===== src/rtl/serial_subtr_pkg.sv =====
// Shared types and helpers for the digit-serial subtractor.
// Holds the FSM state encoding and the saturation clamp generator.
package serial_subtr_pkg;

   typedef enum logic [1:0] {
      IDLE = 2'd0,
      RUN  = 2'd1,
      DONE = 2'd2
   } state_e;

   localparam int MAX_WIDTH = 64;

   // Clamp value for a given width: signed gives most-negative/most-positive,
   // unsigned gives zero on underflow (neg) or all-ones otherwise.
   function automatic logic [MAX_WIDTH-1:0] sat_limit(input int width,
                                                      input logic is_signed,
                                                      input logic neg);
      logic [MAX_WIDTH-1:0] lim;
      lim = '0;
      if (is_signed) begin
         if (neg) begin
            lim = {{(MAX_WIDTH-1){1'b0}}, 1'b1} << (width - 1);
         end else begin
            lim = ~({MAX_WIDTH{1'b1}} << (width - 1));
         end
      end else begin
         if (neg) begin
            lim = '0;
         end else begin
            lim = {MAX_WIDTH{1'b1}} >> (MAX_WIDTH - width);
         end
      end
      return lim;
   endfunction

endpackage


===== src/rtl/serial_subtr_sub_digit.sv =====
// One DIGIT-bit slice of a ripple-borrow subtractor (purely combinational).
module sub_digit #(
   parameter int DIGIT = 2
) (
   input  logic [DIGIT-1:0] x_i,
   input  logic [DIGIT-1:0] y_i,
   input  logic             bin_i,
   output logic [DIGIT-1:0] d_o,
   output logic             bout_o
);

   logic [DIGIT:0] full_s;

   // Extra top bit goes to 1 exactly when x - y - bin is negative.
   assign full_s = {1'b0, x_i} - {1'b0, y_i} - {{DIGIT{1'b0}}, bin_i};
   assign d_o    = full_s[DIGIT-1:0];
   assign bout_o = full_s[DIGIT];

endmodule


===== src/rtl/serial_subtr.sv =====
// Digit-serial two's-complement subtractor a - b, DIGIT bits per clock,
// with start/busy/done handshake, borrow/overflow/zero flags and optional saturation.
module serial_subtr
   import serial_subtr_pkg::*;
#(
   parameter int WIDTH = 8,
   parameter int DIGIT = 2
) (
   input  logic             clk_i,
   input  logic             rst_i,
   input  logic             start_i,
   input  logic [WIDTH-1:0] a_i,
   input  logic [WIDTH-1:0] b_i,
   input  logic             is_signed_i,
   input  logic             sat_en_i,
   output logic             busy_o,
   output logic             done_o,
   output logic [WIDTH-1:0] diff_o,
   output logic             borrow_o,
   output logic             ovf_o,
   output logic             zero_o
);

   localparam int N  = WIDTH / DIGIT;
   localparam int CW = (N > 1) ? $clog2(N) : 1;
   localparam logic [CW-1:0] CNT_LAST = CW'(N - 1);

   state_e           state_q, state_d;
   logic [CW-1:0]    cnt_q, cnt_d;
   logic [WIDTH-1:0] a_sh_q, a_sh_d, b_sh_q, b_sh_d, res_q, res_d;
   logic             bin_q, bin_d, signed_q, signed_d, sat_q, sat_d;
   logic             a_msb_q, a_msb_d, b_msb_q, b_msb_d;
   logic             busy_q, busy_d, done_q, done_d;
   logic [WIDTH-1:0] diff_q, diff_d;
   logic             borrow_q, borrow_d, ovf_q, ovf_d, zero_q, zero_d;

   logic [DIGIT-1:0]     dig_s;
   logic                 bout_s;
   logic [WIDTH-1:0]     raw_s, lim_s, sat_diff_s;
   logic [MAX_WIDTH-1:0] lim_full_s;
   logic                 ovf_s;

   sub_digit #(.DIGIT(DIGIT)) u_digit (
      .x_i    (a_sh_q[DIGIT-1:0]),
      .y_i    (b_sh_q[DIGIT-1:0]),
      .bin_i  (bin_q),
      .d_o    (dig_s),
      .bout_o (bout_s)
   );

   // Result as it will look after this cycle's digit; on the last RUN cycle it is the full raw difference.
   always_comb begin
      raw_s = res_q >> DIGIT;
      raw_s[WIDTH-1 -: DIGIT] = dig_s;
      ovf_s = (a_msb_q != b_msb_q) && (raw_s[WIDTH-1] != a_msb_q);
      lim_full_s = sat_limit(WIDTH, signed_q, signed_q ? a_msb_q : bout_s);
      lim_s = lim_full_s[WIDTH-1:0];
      if (!sat_q) begin
         sat_diff_s = raw_s;
      end else if (signed_q) begin
         sat_diff_s = ovf_s ? lim_s : raw_s;
      end else begin
         sat_diff_s = bout_s ? lim_s : raw_s;
      end
   end

   // Next-state, datapath and held-result logic.
   always_comb begin
      state_d  = state_q;
      cnt_d    = cnt_q;
      a_sh_d   = a_sh_q;
      b_sh_d   = b_sh_q;
      res_d    = res_q;
      bin_d    = bin_q;
      signed_d = signed_q;
      sat_d    = sat_q;
      a_msb_d  = a_msb_q;
      b_msb_d  = b_msb_q;
      diff_d   = diff_q;
      borrow_d = borrow_q;
      ovf_d    = ovf_q;
      zero_d   = zero_q;
      case (state_q)
         IDLE: begin
            if (start_i) begin
               a_sh_d   = a_i;
               b_sh_d   = b_i;
               a_msb_d  = a_i[WIDTH-1];
               b_msb_d  = b_i[WIDTH-1];
               signed_d = is_signed_i;
               sat_d    = sat_en_i;
               res_d    = '0;
               cnt_d    = '0;
               bin_d    = 1'b0;
               state_d  = RUN;
            end else begin
               state_d  = IDLE;
            end
         end
         RUN: begin
            a_sh_d = a_sh_q >> DIGIT;
            b_sh_d = b_sh_q >> DIGIT;
            res_d  = raw_s;
            bin_d  = bout_s;
            cnt_d  = cnt_q + CW'(1);
            // Held outputs only move on the edge that enters DONE.
            if (cnt_q == CNT_LAST) begin
               diff_d   = sat_diff_s;
               borrow_d = bout_s;
               ovf_d    = ovf_s;
               zero_d   = (sat_diff_s == '0);
               state_d  = DONE;
            end else begin
               state_d  = RUN;
            end
         end
         DONE: begin
            state_d = IDLE;
         end
         default: begin
            state_d = IDLE;
         end
      endcase
      busy_d = (state_d == RUN);
      done_d = (state_d == DONE);
   end

   // State and datapath registers.
   always_ff @(posedge clk_i or posedge rst_i) begin
      if (rst_i) begin
         state_q  <= IDLE;
         cnt_q    <= '0;
         a_sh_q   <= '0;
         b_sh_q   <= '0;
         res_q    <= '0;
         bin_q    <= 1'b0;
         signed_q <= 1'b0;
         sat_q    <= 1'b0;
         a_msb_q  <= 1'b0;
         b_msb_q  <= 1'b0;
         busy_q   <= 1'b0;
         done_q   <= 1'b0;
         diff_q   <= '0;
         borrow_q <= 1'b0;
         ovf_q    <= 1'b0;
         zero_q   <= 1'b0;
      end else begin
         state_q  <= state_d;
         cnt_q    <= cnt_d;
         a_sh_q   <= a_sh_d;
         b_sh_q   <= b_sh_d;
         res_q    <= res_d;
         bin_q    <= bin_d;
         signed_q <= signed_d;
         sat_q    <= sat_d;
         a_msb_q  <= a_msb_d;
         b_msb_q  <= b_msb_d;
         busy_q   <= busy_d;
         done_q   <= done_d;
         diff_q   <= diff_d;
         borrow_q <= borrow_d;
         ovf_q    <= ovf_d;
         zero_q   <= zero_d;
      end
   end

   assign busy_o   = busy_q;
   assign done_o   = done_q;
   assign diff_o   = diff_q;
   assign borrow_o = borrow_q;
   assign ovf_o    = ovf_q;
   assign zero_o   = zero_q;

endmodule


===== config.mk =====
export PLATFORM = sky130hd
export DESIGN_NAME = serial_subtr
export DESIGN_NICKNAME = d
export VERILOG_FILES = /design/src/rtl/serial_subtr_pkg.sv /design/src/rtl/serial_subtr_sub_digit.sv /design/src/rtl/serial_subtr.sv
export SDC_FILE = /design/constraint.sdc
export NUM_CORES = 1
export LEC_CHECK = 0
export ABC_CLOCK_PERIOD_IN_PS = 2200
export CORE_MARGIN = 2
export CORE_UTILIZATION = 35
export DETAILED_ROUTE_END_ITERATION = 6
export DONT_BUFFER_PORTS = 1
export GPL_ROUTABILITY_DRIVEN = 0
export SYNTH_ARGS = -nofsm -noshare
export SYNTH_HDL_FRONTEND = slang
export SYNTH_SLANG_ARGS = --single-unit

===== constraint.sdc =====
create_clock -name clk_i -period 2.2 [get_ports clk_i]
set_input_delay 0.44 -clock clk_i [delete_from_list [all_inputs] [get_ports clk_i]]
set_output_delay 0.44 -clock clk_i [all_outputs]
set_load 0.1 [all_outputs]

==> results.md, run 1 <==
* Outcome: finished with violations
* Failing checks: setup timing
* Met3 WL at 165 um
* Yosys warning count at 0
* Slew at the pin closest to its max-slew limit at 0.964 ns
* H-tree depth at 2
* Std-Cell Core Area at 0.00557 mm2
* Max Buffers Root-to-Sink at 2
* Top post-synthesis cells by count: dfrtp_1, o21ai_0, a21oi_1
* Largest net degree at the start of global routing at 45
* Final period util at 1.07
* DR pass1 iterations at 4
* Number of global-route vias before repair at 1482
* R2r setup slk at -0.16 ns
* M1 WL at 2.07 mm
* Num Clock Sinks at 44
* Total GRT Usage at 0.149
* Unrepaired setup endpoints after global routing: yes
* Largest stage delay, worst path at 0.43 ns
* WS Path Type: reg2reg
* Capture point of the worst reg-to-reg path: zero_o
* Syn nets at 216
* Total number of vias at 1466
* CP max FO at 7
* Routed wl met2 at 2.01 mm
* CTS Root Cell: clkbuf_8
* F_max at 424 MHz
* Routed Antenna Nets at 0
* Hold buffers post-CTS at 0
* Critical path cell sequence: fa_2 > inv_2 > fa_2 > or3b_4 > a31o_4 > o31a_1 > o41ai_2
* Iter 0 DRT Violations at 132
* Die Wd at 80.4 um
* Hold Vio Cnt, Final at 0
* FF-to-FF Start: a_sh_q[0]
* Die ar. at 0.00647 mm2
* Synth top area share at 0.539
* Worst-case reg-to-reg path depth at 7
* Global-route wire length before repair at 7.43 mm
* Clock Latency Late Sink at 0.30 ns
* Port-buffer cells at 0
* Max-cap violation count at 0
* Worst endpoint data arrival time at 2.56 ns
* Sum of negative setup slack at -0.939 ns
* ANT cells at 0
* Highest metal used: met4
* Final wirelength at 4.32 mm
* CP Launch Type: flip-flop
* DRC at 0
* Slew HR at 0.356
* CTS tree: yes
* Fin crit period at 2.36 ns
* Required @ worst endpoint at 2.40 ns
* EDFF count, synth at 0
* #FFs+latches synth at 44
* Vias/cell at 5.13
* Fill count at 536
* # Post-CTS Setup Buffers at 0
* Rows at 27
* CTS buffer count at 5
* Ys async rst share at 1.00
* Final WS setup at -0.158 ns
* Hold WC Path Type: in2async
* Synth top area cells: dfrtp_1, o21ai_0, a21oi_1
* CP endpoint kind: flip-flop
* Initial antenna violation count at 0
* Final setup fails at 8
* I/O pins at 34
* Drt wl/cell at 15.1 um
* Final net count at 237
* Most common cell in the netlist: dfrtp_1
* Slew Viols, Final at 0
* Primary FF master, synth: dfrtp_1
* Mapped Area at 0.00204 mm2
* Most used cell, CP: fa_2
* Detail Placement HPWL at 2.92 mm
* Area grow syn2layout at 15.6%
* Syn avg cell area at 10.6 um2
* Worst-path cell with the longest stage delay: fa_2
* Unique cell type count in the Yosys netlist at 33
* Layout cells sized above 1 at 0.215
* Largest area contributor in the netlist: dfrtp_1
* Worst Skew at 0.00657 ns
* Register area share after synthesis at 0.539
* Clock-pin slew on the worst setup and hold paths at 0.09 ns
* Critical path launch point: a_sh_q[0]
* Mapped Cells at 192
* Termination of the worst setup path: zero_o
* Starting Density at 0.367
* Die H at 80.4 um
* Grt ovf at 0
-- cells by family after synthesis --
kind of cell,share of synthesized area
AO/OA/AOI/OAI,0.241
adder cells (fa/ha/maj),0.0257
buffers and inverters,0.0447
flip-flops,0.539
multiplexers,0.0269
AND/OR/NAND/NOR,0.124
-- routing by layer --
layer  track usage  up-vias
met3        0.0337        5
met5             0        -
met2         0.225       32
li1              -      722
met4        0.0559        0
met1         0.208      707
-- stage by stage --
stage | worst slack [ns] | hold slack (ns) | utilization | area (um2) | cells
6_report | -0.158 | 0.155 | 0.424 | 2360 | 286
5_1_grt | -0.272 | 0.200 | 0.424 | 2360 | 286
4_1_cts | -0.161 | 0.191 | 0.423 | 2360 | 286
3_5_place_dp | -0.149 | 0.474 | 0.407 | 2270 | 278
3_3_place_gp | -0.120 | 0.471 | 0.407 | 2270 | 278
2_1_floorplan | -0.141 | 0.450 | - | 2050 | 192
-- placed cells by master, fill, tap and decap left out, drive strengths merged, types with 2 or more instances in the layout --
master  synthesis  final
clkinv          0      3
nor2            6      6
buf             6     25
nand3b          2      2
fa              2      2
a21oi          19     19
o21ai          22     22
inv             8      7
a31oi           2      2
a22o           10     10
mux2            4      4
nand2          17     17
o21bai          2      2
dfrtp          44     44
nor2b          15     15
and3b           2      2
clkbuf          5      6
a22oi          12     12
-- worst max-delay path, delay by kind of cell, from the launching register on --
family,cells,cell delay [ns]
AOI/OAI and AO/OA,3,0.56
DFF,1,0.41
adders and majority gates,2,0.82
buffers and inverters,1,0.06
and+or+nand+nor,1,0.41
-- timing repair --
action	in CTS	in global routing
gates resized for setup	1	1
pin swaps	0	1
hold endpoints to repair	0	0
setup endpoints to repair	8	9
-- registers in the layout (all words and copies together), names as in the netlist --
| signal | count |
|---|---|
| ovf_o | 1 |
| diff_o | 8 |
| borrow_o | 1 |
| done_o | 1 |
| sat_q | 1 |
| bin_q | 1 |
| cnt_q | 2 |
| state_q | 2 |
| signed_q | 1 |
| a_sh_q | 8 |
| b_sh_q | 8 |
| b_msb_q | 1 |
| zero_o | 1 |
| busy_o | 1 |
| res_q | 6 |
| a_msb_q | 1 |
-- final cells by class --
cell class / count / area (um2) / share of cell area
Sequential cell: 44 / 1100 / 0.466
Inverter: 8 / 30.0 / 0.0127
Tap cell: 72 / 90.1 / 0.0381
Clock buffer: 6 / 82.6 / 0.0349
Timing Repair Buffer: 25 / 188 / 0.0794
Clock inverter: 2 / 10.0 / 0.00424
Multi-Input combinational cell: 129 / 862 / 0.365
-- how the worst min path moves through the flow --
stage,to,depth (start not counted)
after floorplan,a_sh_q[1],2
after global placement,a_sh_q[1],2
after detailed placement,a_sh_q[1],2
after CTS,busy_o,2
after global routing,busy_o,2
final,busy_o,2
Power of run 1 is left out: the tool's default activity adds up to more than one toggle a clock period on the data nets, which glitch-free logic cannot reach.
==> run 2: changes to the inputs <==
- GPL_TIMING_DRIVEN: unset -> 0
==> results.md, run 2 (synthesis results as in run 1) <==
* Outcome: finished with violations (unchanged)
* Failing checks: setup timing (unchanged)
* Worst-case reg-to-reg path depth at 7 (unchanged)
* CTS tree: yes (unchanged)
* CP Launch Type: flip-flop (unchanged)
* Starting Density at 0.367 (unchanged)
* F_max at 417 MHz (was 424 MHz)
* Required @ worst endpoint at 2.40 ns (about the same)
* Capture point of the worst reg-to-reg path: zero_o (unchanged)
* Min-Delay Path Depth at 1
* Iter 0 DRT Violations at 57 (was 132)
* Detail Placement HPWL at 3.12 mm (was 2.92 mm)
* I/O pins at 34 (unchanged)
* Clock-pin slew on the worst setup and hold paths at 0.08 ns (was 0.09 ns)
* Final wirelength at 4.58 mm (was 4.32 mm)
* Sum of buffers and inverters on the critical path at 1 (unchanged)
* Die Wd at 80.4 um (unchanged)
* Drt wl/cell at 16.5 um (was 15.1 um)
* Core Util, Final at 0.412 (was 0.424)
* DRC at 0 (unchanged)
* CP top delay family: adder cells (unchanged)
* Port-buffer cells at 0 (unchanged)
* Global-route wire length before repair at 7.65 mm (was 7.43 mm)
* Routed Antenna Nets at 0 (unchanged)
* Critical path cell sequence: fa_2 > inv_2 > fa_2 > or3b_4 > a31o_4 > o31a_1 > o41ai_2 (unchanged)
* Slew HR at 0.390 (was 0.356)
* Grt ovf at 0 (unchanged)
* WS Path Type: reg2reg (unchanged)
* Fin cells at 277 (was 286)
* Unrepaired setup endpoints after global routing: yes (unchanged)
* Final period util at 1.09 (was 1.07)
* Fin crit period at 2.40 ns (was 2.36 ns)
* Largest net degree at the start of global routing at 33 (was 45)
* DR pass1 iterations at 4 (unchanged)
* Largest stage delay, worst path at 0.45 ns (was 0.43 ns)
* CTS Root Cell: clkbuf_8 (unchanged)
* Hold WC Path Type: in2reg (was in2async)
* Max Buffers Root-to-Sink at 2 (unchanged)
* Num Clock Sinks at 44 (unchanged)
* Final setup fails at 8 (unchanged)
* DP Area at 0.00216 mm2 (was 0.00227 mm2)
* Most frequent cells in the layout: dfrtp_1, a21oi_1, nand2_1 (was dfrtp_1, buf_4, o21ai_0)
* CP max FO at 7 (unchanged)
* Fill count at 548 (was 536)
* Total number of vias at 1451 (was 1466)
* Vias/cell at 5.24 (was 5.13)
* Slew at the pin closest to its max-slew limit at 0.914 ns (was 0.964 ns)
* Hold Crit Start: b_i[7]
* Final net count at 229 (was 237)
* Cells after DPL at 265 (was 278)
* Hold Vio Cnt, Final at 0 (unchanged)
* Final Cell Area at 0.00230 mm2 (was 0.00236 mm2)
* R2r setup slk at -0.20 ns (was -0.16 ns)
* Number of global-route vias before repair at 1559 (was 1482)
* H-tree depth at 2 (unchanged)
* Most common cell after layout, fill and taps aside: dfrtp_1 (unchanged)
* CP endpoint kind: flip-flop (unchanged)
* Layout cells sized above 1 at 0.166 (was 0.215)
* Clock Latency Late Sink at 0.30 ns (about the same)
* Area grow syn2layout at 12.4% (was 15.6%)
* Final WS setup at -0.199 ns (was -0.158 ns)
* Die ar. at 0.00647 mm2 (unchanged)
* Die H at 80.4 um (unchanged)
* Worst-path cell with the longest stage delay: fa_2 (unchanged)
* Initial antenna violation count at 0 (unchanged)
* Slew Viols, Final at 0 (unchanged)
* Rows at 27 (unchanged)
* Most used cell, CP: fa_2 (unchanged)
* Worst endpoint data arrival time at 2.60 ns (was 2.56 ns)
* Hold EP: b_sh_q[7]
* ANT cells at 0 (unchanged)
* Max-cap violation count at 0 (unchanged)
* CTS buffer count at 5 (unchanged)
* Std-Cell Core Area at 0.00557 mm2 (unchanged)
* Total GRT Usage at 0.155 (was 0.149)
* Worst Skew at 0.00740 ns (was 0.00657 ns)
* FF-to-FF Start: a_sh_q[0] (unchanged)
[run 2: cell type report]
cell class	count	area (um2)	share of cell area
repair buffers	6	63.8	0.0278
clock inverters	1	5.00	0.00218
inverters	8	30.0	0.0131
well taps	72	90.1	0.0392
plain buffers	11	61.3	0.0267
flip-flops and latches	44	1100	0.479
clock buffers	6	72.6	0.0316
multi-input cells	129	873	0.380
[run 2: routing by layer]
metal	wire length, um	track usage	vias up
met4	84	0.0712	0
li1	-	-	708
met2	2170	0.248	27
met1	2130	0.201	709
met3	206	0.0348	7
met5	0	0	-
[run 2: worst register-to-register path, stage by stage (launching register included)]
cell,delay [ns]
dfrtp_1,0.41
fa_2,0.39
inv_2,0.07
fa_2,0.45
or3b_4,0.42
a31o_4,0.27
o31a_1,0.12
o41ai_2,0.19
[run 2: what timing repair did]
action,CTS,global route
hold buffers,1,0
pin swaps,1,2
buffers inserted,3,1
endpoints found under the setup margin,8,9
hold endpoints to repair,12,0
resized for setup,2,10
[run 2: worst max-delay path by stage]
stage / start / to / slack, ns / cells after the start
after floorplan: a_sh_q[0] / zero_o / -0.14 / 7
after global placement: a_sh_q[0] / diff_o[6] / -0.27 / 7
after detailed placement: a_sh_q[0] / diff_o[2] / -0.30 / 7
after CTS: a_sh_q[0] / zero_o / -0.20 / 7
after global routing: a_sh_q[0] / zero_o / -0.27 / 7
final: a_sh_q[0] / zero_o / -0.20 / 7
[run 2: through the flow]
stage | TNS, ns | setup WS, ns | hold WS [ns]
finish | -1.25 | -0.199 | 0.277
global route | -1.80 | -0.269 | 0.271
CTS | -1.33 | -0.198 | 0.274
detailed placement | -2.13 | -0.295 | 0.311
global placement | -1.99 | -0.266 | 0.478
floorplan | -0.744 | -0.141 | 0.450
Power of run 2 is left out for the same reason.
==> run 3: changes to the inputs <==
--- a/config.mk
+++ b/config.mk
@@ -7,4 +7,5 @@
 export LEC_CHECK = 0
 export ABC_CLOCK_PERIOD_IN_PS = 2200
+export CAP_MARGIN = 30
 export CORE_MARGIN = 2
 export CORE_UTILIZATION = 35
==> constraint.sdc (replaced) <==
create_clock -name clk_i -period 2.2 [get_ports clk_i]
set_input_delay 0.44 -clock clk_i [delete_from_list [all_inputs] [get_ports clk_i]]
set_output_delay 0.44 -clock clk_i [all_outputs]
set_load 0.02 [all_outputs]
==> results.md, run 3 (synthesis results as in run 1) <==
* Outcome: finished with violations (unchanged)
* Failing checks: setup timing (unchanged)
* Slew Viols, Final at 0 (unchanged)
* DR pass1 iterations at 4 (unchanged)
* CP endpoint kind: flip-flop (unchanged)
* Port-buffer cells at 0 (unchanged)
* Most common cell after layout, fill and taps aside: dfrtp_1 (unchanged)
* Rows at 27 (unchanged)
* Fill count at 548 (unchanged)
* Hold WS at 0.277 ns (unchanged)
* Hold WC Path Type: in2reg (unchanged)
* Most frequent cells in the layout: dfrtp_1, a21oi_1, nand2_1 (unchanged)
* Largest net degree at the start of global routing at 33 (unchanged)
* Clock Latency Late Sink at 0.30 ns (about the same)
* Clk network pwr share at 0.135
* Final Total Pwr at 3.60 mW
* Final setup fails at 8 (unchanged)
* CP max FO at 7 (unchanged)
* Hold Crit Start: b_i[7] (unchanged)
* CTS Root Cell: clkbuf_8 (unchanged)
* Sw Ratio at 0.415
* Worst Skew at 0.00740 ns (unchanged)
* Global-route wire length before repair at 7.65 mm (unchanged)
* Detail Placement HPWL at 3.12 mm (unchanged)
* Critical path launch point: a_sh_q[0] (unchanged)
* Drt wl/cell at 16.5 um (unchanged)
* Worst endpoint data arrival time at 2.60 ns (about the same)
* FF-to-FF Start: a_sh_q[0] (unchanged)
* Layout cells sized above 1 at 0.166 (unchanged)
* CP Launch Type: flip-flop (unchanged)
* Die ar. at 0.00647 mm2 (unchanged)
* Final WS setup at -0.199 ns (unchanged)
* VDD IR max at 0.490 mV
* Lkg Pwr at 1.00 nW
* Slew HR at 0.696 (was 0.390)
* Core Util, Final at 0.412 (unchanged)
* Fin crit period at 2.40 ns (unchanged)
* Total number of vias at 1451 (unchanged)
* Slew at the pin closest to its max-slew limit at 0.455 ns (was 0.914 ns)
* Total GRT Usage at 0.155 (unchanged)
* Die H at 80.4 um (unchanged)
* Std-Cell Core Area at 0.00557 mm2 (unchanged)
* Final net count at 229 (unchanged)
* Starting Density at 0.367 (unchanged)
* Required @ worst endpoint at 2.40 ns (about the same)
* Clock-pin slew on the worst setup and hold paths at 0.08 ns (about the same)
* Final Cell Area at 0.00230 mm2 (unchanged)
* Final wirelength at 4.58 mm (unchanged)
* Die Wd at 80.4 um (unchanged)
* DP Area at 0.00216 mm2 (unchanged)
* Int Pwr at 2.10 mW
* Seq pwr share at 0.429
* Initial antenna violation count at 0 (unchanged)
* DRC at 0 (unchanged)
* F_max at 417 MHz (unchanged)
* Hold Vio Cnt, Final at 0 (unchanged)
* Vias/cell at 5.24 (unchanged)
* Storage cell area at 0.00110 mm2 (unchanged)
* WS Path Type: reg2reg (unchanged)
* Max Buffers Root-to-Sink at 2 (unchanged)
* Grt ovf at 0 (unchanged)
* Multi-input logic area at 873 um2 (unchanged)
* Area grow syn2layout at 12.4% (unchanged)
* Num Clock Sinks at 44 (unchanged)
* Routed Antenna Nets at 0 (unchanged)
* I/O pins at 34 (unchanged)
* Gate power share at 0.436
* Unrepaired setup endpoints after global routing: yes (unchanged)
* Iter 0 DRT Violations at 57 (unchanged)
* CTS buffer count at 5 (unchanged)
* Final period util at 1.09 (unchanged)
* CTS tree: yes (unchanged)
* ANT cells at 0 (unchanged)
* Max-cap violation count at 0 (unchanged)
* NetSw at 1.49 mW
* H-tree depth at 2 (unchanged)
* PD cells at 1570 mW/mm2
* Pre-CTS setup slack at -0.295 ns (unchanged)
* Number of global-route vias before repair at 1559 (unchanged)
==> run 3: cell type report <==
cell class,count,share of cell area
multi-input combinational,129,0.380
tap,72,0.0392
clock inverter,1,0.00218
buffer,11,0.0267
clock buffer,6,0.0316
inverter,8,0.0131
sequential,44,0.479
timing repair buffer,6,0.0278
==> run 3: layer usage <==
metal / track usage / vias up / routed length, um
met2: 0.248 / 27 / 2170
met3: 0.0348 / 7 / 206
met5: 0 / - / 0
met4: 0.0712 / 0 / 84
li1: - / 708 / -
met1: 0.201 / 709 / 2130
==> run 3: power groups by stage <==
stage	clock (mW)	sequential, mW	combinational, mW
after detailed placement	0	1.55	1.42
after global routing	0.525	1.60	1.76
after CTS	0.499	1.54	1.51
final	0.484	1.54	1.57
after global placement	0	1.54	1.39
after floorplan	0	1.47	1.14
==> run 3: repair_timing <==
| action | CTS | global route |
|---|---|---|
| pin swaps | 1 | 2 |
| endpoints found under the hold margin | 12 | 0 |
| gates resized for setup | 2 | 10 |
| buffers inserted | 3 | 1 |
| hold buffers | 1 | 0 |
| endpoints found under the setup margin | 8 | 9 |
==> run 3: stage by stage <==
stage / std cells / setup TNS (ns)
after floorplan: 192 / -0.739
after global placement: 264 / -1.99
after detailed placement: 265 / -2.12
final: 277 / -1.25
after global routing: 277 / -1.80
after CTS: 276 / -1.32
==> run 3: worst paths after layout <==
kind,to,cells after the start,slack (ns)
min reg2reg,a_sh_q[1],2,0.49
max in group asynchronous,a_sh_q[0],3,1.17
min in group asynchronous,diff_o[2],2,0.55
min,b_sh_q[7],1,0.28
max,zero_o,7,-0.20
max reg2reg,zero_o,7,-0.20
==> run 3: worst max-delay path: stages, from the launching register on <==
cell and delay (ns):
dfrtp_1 0.41, fa_2 0.39, inv_2 0.07, fa_2 0.45, or3b_4 0.42, a31o_4 0.27, o31a_1 0.12, o41ai_2 0.19
(Power assumes the default switching activity.)
